## config.mk

```make
export PLATFORM = sky130hd
export DESIGN_NAME = tdm_demux
export DESIGN_NICKNAME = d
export VERILOG_FILES = /design/src/rtl/tdm_demux_pkg.sv /design/src/rtl/tdm_demux_sipo_shift.sv /design/src/rtl/tdm_demux.sv
export SDC_FILE = /design/constraint.sdc
export NUM_CORES = 1
export LEC_CHECK = 0
export ABC_AREA = 1
export BUFFER_PORTS_ARGS = -buffer_cell sky130_fd_sc_hd__buf_2
export CAP_MARGIN = 20
export CORE_MARGIN = 10
export CORE_UTILIZATION = 45
export DETAILED_ROUTE_END_ITERATION = 12
export HOLD_SLACK_MARGIN = 0.03
export PLACE_DENSITY = 0.68
export SYNTH_ARGS = -nofsm -noshare
export SYNTH_HDL_FRONTEND = slang
export SYNTH_HIERARCHICAL = 1
export SYNTH_SLANG_ARGS = --single-unit
```

## constraint.sdc

```tcl
create_clock -name clk -period 1.95 [get_ports clk]
set_clock_uncertainty 0.1 [all_clocks]
set_input_delay 0.2925 -clock clk [delete_from_list [all_inputs] [get_ports clk]]
set_output_delay 0.2925 -clock clk [all_outputs]
set_load 0.02 [all_outputs]
```

## src/rtl/tdm_demux_pkg.sv

```systemverilog
// -----------------------------------------------------------------------------
// tdm_demux_pkg
//   Shared definitions for the TDM demultiplexer: FSM state encoding, default
//   frame geometry and small helpers for counter sizing and channel slicing.
// -----------------------------------------------------------------------------
package tdm_demux_pkg;

    // Framing FSM: HUNT waits for a sync strobe, RUN tracks slot boundaries.
    typedef enum logic {
        ST_HUNT = 1'b0,
        ST_RUN  = 1'b1
    } state_e;

    localparam int DEF_NUM_CH = 4;
    localparam int DEF_SLOT_W = 8;

    // Counter width able to index 0..n-1, never narrower than one bit.
    function automatic int cnt_w(input int n);
        return (n > 1) ? $clog2(n) : 1;
    endfunction

    // LSB position of channel ch inside the flattened channel bus.
    function automatic int ch_lsb(input int ch, input int slot_w);
        return ch * slot_w;
    endfunction

endpackage

```

## src/rtl/tdm_demux_sipo_shift.sv

```systemverilog
// -----------------------------------------------------------------------------
// sipo_shift
//   SLOT_W-bit serial-in parallel-out register used to assemble one slot,
//   MSB first. A clear wipes any partial slot; clear together with shift
//   starts a fresh slot whose first bit is din_i.
// Ports
//   clk         in   clock, rising edge
//   rst_n       in   synchronous active-low reset
//   shift_en_i  in   shift din_i in this cycle
//   clear_i     in   discard current contents
//   din_i       in   serial data bit
//   word_o      out  register contents after this cycle's update; on the last
//                    bit of a slot this is the completed slot
// -----------------------------------------------------------------------------
module sipo_shift #(
    parameter int SLOT_W = 8
) (
    input  logic              clk,
    input  logic              rst_n,
    input  logic              shift_en_i,
    input  logic              clear_i,
    input  logic              din_i,
    output logic [SLOT_W-1:0] word_o
);

    logic [SLOT_W-1:0] shift_q;
    logic [SLOT_W-1:0] shift_d;

    // NOTE: every signal assigned in always_comb gets a default first, so no
    // path through the block can leave it unassigned and infer a latch.
    always_comb begin
        shift_d = shift_q;
        if (shift_en_i) begin
            if (clear_i) begin
                shift_d = {{(SLOT_W-1){1'b0}}, din_i};
            end else begin
                shift_d = {shift_q[SLOT_W-2:0], din_i};
            end
        end else if (clear_i) begin
            shift_d = '0;
        end
    end

    // NOTE: state registers use non-blocking assignments so every flop samples
    // pre-edge values regardless of block evaluation order.
    always_ff @(posedge clk) begin
        if (!rst_n) begin
            shift_q <= '0;
        end else begin
            shift_q <= shift_d;
        end
    end

    // The top captures the slot in the same cycle as its last bit, so it
    // needs the post-shift value rather than the registered one.
    assign word_o = shift_d;

endmodule

```

## src/rtl/tdm_demux.sv

```systemverilog
// -----------------------------------------------------------------------------
// tdm_demux
//   Receive-side time-division demultiplexer. A serial bitstream of NUM_CH
//   slots of SLOT_W bits (MSB first, frame start marked by sync) is assembled
//   slot by slot and presented as a parallel word once per complete frame.
// Ports
//   clk          in   clock, rising edge
//   rst_n        in   synchronous active-low reset
//   din          in   serial data bit
//   din_en       in   qualifies din/sync this cycle; all state frozen when 0
//   sync         in   frame start, marks slot 0 MSB (only with din_en)
//   ch_data      out  channel k at [k*SLOT_W +: SLOT_W]; held between frames
//   frame_valid  out  one-cycle pulse when ch_data takes a new frame
//   sync_err     out  one-cycle pulse on a sync protocol violation
//   locked       out  high while the framer is in RUN
// -----------------------------------------------------------------------------
module tdm_demux
    import tdm_demux_pkg::*;
#(
    parameter int NUM_CH = DEF_NUM_CH,
    parameter int SLOT_W = DEF_SLOT_W
) (
    input  logic                     clk,
    input  logic                     rst_n,
    input  logic                     din,
    input  logic                     din_en,
    input  logic                     sync,
    output logic [NUM_CH*SLOT_W-1:0] ch_data,
    output logic                     frame_valid,
    output logic                     sync_err,
    output logic                     locked
);

    localparam int BIT_W      = cnt_w(SLOT_W);
    localparam int SLOT_CNT_W = cnt_w(NUM_CH);

    localparam logic [BIT_W-1:0]      BIT_LAST  = BIT_W'(SLOT_W - 1);
    localparam logic [SLOT_CNT_W-1:0] SLOT_LAST = SLOT_CNT_W'(NUM_CH - 1);

    state_e                    state_q;
    logic [BIT_W-1:0]          bit_cnt_q;
    logic [SLOT_CNT_W-1:0]     slot_cnt_q;
    // Slots 0..NUM_CH-2 wait here; the last slot goes straight to ch_data.
    logic [SLOT_W-1:0]         shadow_q [NUM_CH-1];
    logic [NUM_CH*SLOT_W-1:0]  ch_data_q;
    logic                      frame_valid_q;
    logic                      sync_err_q;

    logic                      at_boundary;
    logic                      shift_en;
    logic                      sipo_clear;
    logic [SLOT_W-1:0]         slot_word;

    // In RUN both counters are zero only right after a completed frame,
    // because entering a frame always leaves bit_cnt at 1.
    assign at_boundary = (bit_cnt_q == '0) && (slot_cnt_q == '0);

    // Shift whenever the bit is accepted; any accepted sync starts a new slot 0.
    always_comb begin
        shift_en   = 1'b0;
        sipo_clear = 1'b0;
        if (din_en) begin
            if (state_q == ST_HUNT) begin
                shift_en   = sync;
                sipo_clear = sync;
            end else begin
                shift_en   = sync || !at_boundary;
                sipo_clear = sync;
            end
        end
    end

    sipo_shift #(
        .SLOT_W (SLOT_W)
    ) u_sipo (
        .clk        (clk),
        .rst_n      (rst_n),
        .shift_en_i (shift_en),
        .clear_i    (sipo_clear),
        .din_i      (din),
        .word_o     (slot_word)
    );

    always_ff @(posedge clk) begin
        if (!rst_n) begin
            state_q       <= ST_HUNT;
            bit_cnt_q     <= '0;
            slot_cnt_q    <= '0;
            ch_data_q     <= '0;
            frame_valid_q <= 1'b0;
            sync_err_q    <= 1'b0;
            // NOTE: the shadow store is small and must read as zero after
            // reset, so it is reset explicitly rather than left as RAM.
            for (int k = 0; k < NUM_CH - 1; k++) begin
                shadow_q[k] <= '0;
            end
        end else begin
            frame_valid_q <= 1'b0;
            sync_err_q    <= 1'b0;
            if (din_en) begin
                unique case (state_q)
                    ST_HUNT: begin
                        if (sync) begin
                            state_q    <= ST_RUN;
                            bit_cnt_q  <= BIT_W'(1);
                            slot_cnt_q <= '0;
                        end
                    end
                    ST_RUN: begin
                        if (sync && !at_boundary) begin
                            // Early sync: drop the partial frame, restart on this bit.
                            sync_err_q <= 1'b1;
                            bit_cnt_q  <= BIT_W'(1);
                            slot_cnt_q <= '0;
                        end else if (!sync && at_boundary) begin
                            // Missing sync after a frame: alignment lost.
                            sync_err_q <= 1'b1;
                            state_q    <= ST_HUNT;
                        end else if (bit_cnt_q == BIT_LAST) begin
                            bit_cnt_q <= '0;
                            if (slot_cnt_q == SLOT_LAST) begin
                                slot_cnt_q    <= '0;
                                frame_valid_q <= 1'b1;
                                for (int k = 0; k < NUM_CH - 1; k++) begin
                                    ch_data_q[ch_lsb(k, SLOT_W) +: SLOT_W] <= shadow_q[k];
                                end
                                ch_data_q[ch_lsb(NUM_CH - 1, SLOT_W) +: SLOT_W] <= slot_word;
                            end else begin
                                shadow_q[slot_cnt_q] <= slot_word;
                                slot_cnt_q           <= slot_cnt_q + SLOT_CNT_W'(1);
                            end
                        end else begin
                            bit_cnt_q <= bit_cnt_q + BIT_W'(1);
                        end
                    end
                    default: begin
                        state_q <= ST_HUNT;
                    end
                endcase
            end
        end
    end

    assign ch_data     = ch_data_q;
    assign frame_valid = frame_valid_q;
    assign sync_err    = sync_err_q;
    assign locked      = (state_q == ST_RUN);

endmodule

```

==> results.yml, run 1 <==
run_status:
  status: "finished, violations left"
  violations: "negative setup slack"
floorplan:
  start_util: 0.474
  dieWidth_microns: 102
  die_area_sq_mm: 0.0105
  fp.dieH_microns: 102
  ioPinCount: 40
  core_sq_mm: 0.00646
  rows: 29
sta:
  setup_slack_ns: -0.0828
  finalCriticalPeriod_ns: 2.03
  timing.final.crit_share: 1.04
  worst_hold_slack_ns: 0.127
  setup_viol: 29
  fmax_mhz: 492
  setup_tns_ns: -1.54
  slew_viol_final: 0
  relSlewSlack: 0.653
  hold_violations: 0
  worstMarginPinSlew_ns: 0.520
  rsz0062_at_grt: "true"
detailed_routing:
  vias: 2474
  routedWlPerCell_microns: 15.2
  initialDrtViolationCount: 119
  first_pass_iters: 4
  ant_nets: 0
  drc_errors: 0
  wirelength_microns: 7570
  vias_per_cell: 4.96
layout:
  syn2layout_area_growth_pct: 39.3
  nFillCells: 505
  post-route-cell-area_sq_mm: 0.00426
  num_antenna_cells: 0
  drive_gt1_frac: 0.464
  layout.nets: 432
setup_path:
  worstPathCellList: "inv_2, ha_4, nand2_4, nor2_4, inv_2, ha_4, inv_2, nor2_4, buf_12, buf_12, nand2_8, o21ai_4, nor2_1"
  worstSetupEndpoint: "ch_data[25]"
  critPathSlowestCell: "dfxtp_2"
  critPathArrivalTime_ns: 2.17
  critPathMaxStageDelay_ns: 0.33
  regToRegSetupSlack_ns: -0.08
  crit_path_end_kind: "register"
  cpMostUsedCell: "inv_2"
  critPathLaunch: "slot_cnt_q[0]"
  ff2ff_path_depth: 13
  r2r_end: "ch_data[25]"
  worstPathMaxFanout: 5
  cp_num_cells: 13
  crit_required_ns: 2.09
  cp-start-kind: "register"
  critical_path_class: "reg -> reg"
  crit_buf_inv: 5
  rr_startpoint: "slot_cnt_q[0]"
  cpLargestDelayFamily: "simple AND/OR/NAND/NOR gates"
yosys:
  ys_seq_area_frac: 0.550
  ys_async_sr_fraction: 0
  yosysUniqueCellTypes: 27
  avgSynthCellArea_sq_um: 8.94
  synth_area_leaders: "dfxtp_1, edfxtp_1, nor2_1"
  syn-instance-count: 342
  ys_ff_latch: 72
  syn_area_sq_mm: 0.00306
  synth_edf_count: 24
  synth_top_area_share: 0.314
  syn-num-nets: 357
  synth_area_leader_cell: "dfxtp_1"
  yosys-top-cells-count: "nor2_1, dfxtp_1, inv_1"
  synth_ff_type: "dfxtp_1"
  yosysWarningCount: 30
  yosysMostFrequentCell: "nor2_1"
global_route:
  grt.overflow.total: 0
  grt_pass1_vias: 2531
  grt_pass1_wl_microns: 12000
  antenna_found_initial: 0
  grt_max_degree: 43
  grt_usage: 0.148
pwr:
  fin_total_pwr_mw: 3.31
  p_per_area_mw_per_mm2: 777
  p_leak_nw: 1.82
  ir_worst_vdd_mv: 0.567
placement:
  gp_congestion: 0.779
  place.port_buffers: 39
  dp_slack_ns: -0.156
  place_area_sq_mm: 0.00351
  hpwlAfterDp_microns: 4590
clock_tree:
  cts-root-buf: "clkbuf_8"
  clk_latency_ns: 0.34
  cts_made_buffers: 9
  clk_pin_slew_ns: 0.08
  cts_tree: "built"
  clkSinkCount: 72
  htree_levels: 3
  clock_path_buffers: 2
flow_run:
  maxCapViolCount: 0
hold_path:
  hp-class: "in -> reg"
cells in the final DEF, fill, tap and decap left out, drive strengths merged:
cell type  synthesis  final
a21oi              2      2
bufinv             1      2
o21ai             34     34
o21a               1      1
nor3               2      2
clkbuf             3     11
nand2             42     45
clkinv             0      4
clkinvlp           0      2
edfxtp            24     24
nand3             13     13
a31oi              1      1
nor2             106    106
a22oi              1      1
buf                8     70
nand4              3      3
dfxtp             48     48
ha                10     10
inv               43     43
how the worst min path moves through the flow:
stage / start / end / slack [ns] / cells past startpoint
4_1_cts: din / u_sipo/shift_q[0] / 0.11 / 3
3_3_place_gp: ch_data[16] / ch_data[16] / 0.36 / 2
2_1_floorplan: din_en / locked / 0.30 / 1
6_report: din / u_sipo/shift_q[0] / 0.13 / 3
5_1_grt: din / u_sipo/shift_q[0] / 0.13 / 3
3_5_place_dp: ch_data[6] / ch_data[6] / 0.37 / 2
tightest hold or removal path, cell delays in order:
cell and delay (ns):
buf_2 0.10, nand2_2 0.07, a21oi_1 0.06
through the flow:
step,instances,utilization
finish,499,0.660
global route,499,0.660
CTS,494,0.611
detailed placement,468,0.543
global placement,468,0.543
floorplan,342,-
routing by layer:
layer | share of wire | global-route usage | vias up
met2 | 0.52 | 0.249 | 68
met3 | 0.066 | 0.0574 | 15
met1 | 0.40 | 0.167 | 1153
met5 | 0 | 0 | -
li1 | - | - | 1238
met4 | 0.022 | 0.0542 | 0
power by group:
| part | leakage (nW) | total, mW | internal, mW | switching (mW) |
|---|---|---|---|---|
| sequential | 0.638 | 1.60 | 1.59 | 0.0193 |
| clock | 0.0997 | 1.18 | 0.626 | 0.553 |
| combinational | 1.08 | 0.526 | 0.210 | 0.315 |
| total | 1.82 | 3.31 | 2.42 | 0.888 |
cell families after synthesis:
logic type      after synthesis  synth area share
simple gates                166             0.251
flops                        72             0.550
buf+inv                      55            0.0924
compound gates               39            0.0659
fa+ha+maj                    10            0.0409
flip-flops by register name, summed over array words and instances (netlist names):
| name | flops |
|---|---|
| ch_data | 32 |
| shadow_q | 24 |
| u_sipo/shift_q | 8 |
| bit_cnt_q | 3 |
| slot_cnt_q | 2 |
| frame_valid | 1 |
| locked | 1 |
| sync_err | 1 |
final cells by class:
type | instances | area [sq um] | share of cell area
flip-flops and latches | 72 | 1690 | 0.396
clock inverters | 5 | 56.3 | 0.0132
well taps | 77 | 96.3 | 0.0226
clock buffers | 11 | 141 | 0.0332
multi-input cells | 218 | 1510 | 0.355
inverters | 44 | 236 | 0.0555
repair buffers | 70 | 499 | 0.117
repair inverters | 2 | 32.5 | 0.00763
repair_timing:
item                                    in CTS  in global routing
cloned                                       6                  0
gates resized for setup                     48                 88
endpoints found under the setup margin      57                 83
pin swaps                                    9                 42
setup buffers                                4                  5
hold buffers                                 0                  0
Note: power is estimated with default switching activity, not from simulation.
==> run 2, diff against run 1 <==
CORE_ASPECT_RATIO = 0.75   (was unset)
==> results.yml, run 2 (synthesis gave the netlist of run 1 again) <==
layout:
  syn2layout_area_growth_pct: 39.4
  layout.nets: 434
  num_antenna_cells: 0
  final_cell_mix: "nor2_1, dfxtp_1, buf_2"
  largest_reg_flops: 32
  multi_input_area_sq_mm: 0.00147
  drive_gt1_frac: 0.481
  nFillCells: 515
  post-route-cell-area_sq_mm: 0.00426
  mostFrequentLayoutCell: "nor2_1"
  seq_area_sq_mm: 0.00169
floorplan:
  fp.dieH_microns: 91.4
  core_sq_mm: 0.00644
  rows: 25
  start_util: 0.475
  dieWidth_microns: 115
  die_area_sq_mm: 0.0105
  ioPinCount: 40
clock_tree:
  clkSinkCount: 72
  cts-root-buf: "clkbuf_8"
  clock_path_buffers: 2
  cts_tree: "built"
  hold_buffers: 0
  htree_levels: 3
  clk_latency_ns: 0.36
  clk_pin_slew_ns: 0.08
  cts_made_buffers: 9
pwr:
  p_per_area_mw_per_mm2: 761
  ir_worst_vdd_mv: 0.372
  p_leak_nw: 1.88
global_route:
  antenna_found_initial: 0
  grt.overflow.total: 0
  grt_usage: 0.132
  grt_pass1_wl_microns: 11300
  grt_max_degree: 43
  grt_pass1_vias: 2336
detailed_routing:
  ant_nets: 0
  wirelength_microns: 7160
  vias_per_cell: 4.91
  initialDrtViolationCount: 180
  vias: 2479
  routedWlPerCell_microns: 14.2
  first_pass_iters: 4
  drc_errors: 0
setup_path:
  crit_required_ns: 1.97
  critical_path_class: "reg -> reg"
  crit_buf_inv: 5
  cp-start-kind: "register"
  worstPathCellList: "inv_2, ha_4, nand2_4, nor2_4, ha_4, a22oi_2, buf_4, buf_6, nand2_1, nand3_4, inv_4, inv_2, nor2_1"
  cpLargestDelayFamily: "buffers and inverters"
  critPathMaxStageDelay_ns: 0.34
  critPathArrivalTime_ns: 2.00
  crit_path_end_kind: "register"
  critPathSlowestCell: "dfxtp_2"
  worstPathMaxFanout: 5
sta:
  worstMarginPinSlew_ns: 0.745
  timing.final.crit_share: 1.01
  finalCriticalPeriod_ns: 1.97
  hold_violations: 0
  setup_viol: 5
  rsz0062_at_grt: "true"
  relSlewSlack: 0.503
  setup_tns_ns: -0.0723
  setup_slack_ns: -0.0245
  slew_viol_final: 0
  fmax_mhz: 506
run_status:
  violations: "negative setup slack"
  status: "finished, violations left"
hold_path:
  hp-class: "in -> reg"
placement:
  gp_congestion: 0.828
  place_area_sq_mm: 0.00356
  place.port_buffers: 39
  hpwlAfterDp_microns: 4670
  dp_slack_ns: -0.130
flow_run:
  maxCapViolCount: 0
## run 2: cell count changes in the layout (fill, tap and decap cells not counted), sizes merged
| cell | previous run | this run |
|---|---|---|
| inv | 43 | 45 |
| clkinv | 4 | 3 |
| bufinv | 2 | 1 |
| nand2 | 45 | 42 |
| buf | 70 | 75 |
## run 2: timing repair
| item | in CTS | in global routing |
|---|---|---|
| pin swaps | 5 | 23 |
| gates cloned | 3 | 2 |
| gates resized for setup | 41 | 88 |
| setup endpoints to repair | 65 | 81 |
| buffers inserted | 3 | 7 |
## run 2: final timing paths
path,slack (ns),from,to,cells past startpoint
setup / recovery,-0.02,bit_cnt_q[1],shadow_q[2][6],13
hold reg to reg,0.38,ch_data[24],ch_data[24],2
setup reg to reg,-0.02,bit_cnt_q[1],shadow_q[2][6],13
hold / removal,0.13,din_en,locked,2
## run 2: per-stage QoR
step / hold WS [ns] / std cells / total power, mW / util
after detailed placement: 0.366 / 475 / 1.99 / 0.553
after CTS: 0.103 / 496 / 3.16 / 0.607
after floorplan: 0.301 / 342 / 1.88 / -
final: 0.127 / 505 / 3.25 / 0.662
after global placement: 0.357 / 475 / 1.99 / 0.553
after global routing: 0.133 / 505 / 3.38 / 0.662
## run 2: area by class of cell
| cell class | instances | area share |
|---|---|---|
| clock buffer | 9 | 0.0290 |
| clock inverter | 7 | 0.0150 |
| inverter | 44 | 0.0513 |
| multi-input combinational | 215 | 0.346 |
| sequential | 72 | 0.396 |
| tap | 81 | 0.0238 |
| timing repair buffer | 77 | 0.140 |
## run 2: power by group
group / switching [mW] / internal, mW
combinational: 0.284 / 0.211
sequential: 0.0234 / 1.59
clock: 0.652 / 0.490
total: 0.959 / 2.29
## run 2: metal layers
| metal | track usage | vias to the layer above | share of wire |
|---|---|---|---|
| li1 | - | 1243 | - |
| met1 | 0.156 | 1182 | 0.41 |
| met2 | 0.218 | 45 | 0.52 |
| met3 | 0.0506 | 9 | 0.057 |
| met4 | 0.0350 | 0 | 0.0094 |
| met5 | 0 | - | 0 |
## run 2: worst reg2reg max path, cell delays in order, from the launching register on
cell     delay, ns
dfxtp_2       0.34
inv_2         0.05
ha_4          0.16
nand2_4       0.07
nor2_4        0.04
ha_4          0.16
a22oi_2       0.21
buf_4         0.15
buf_6         0.11
nand2_1       0.10
nand3_4       0.11
inv_4         0.05
inv_2         0.06
nor2_1        0.04
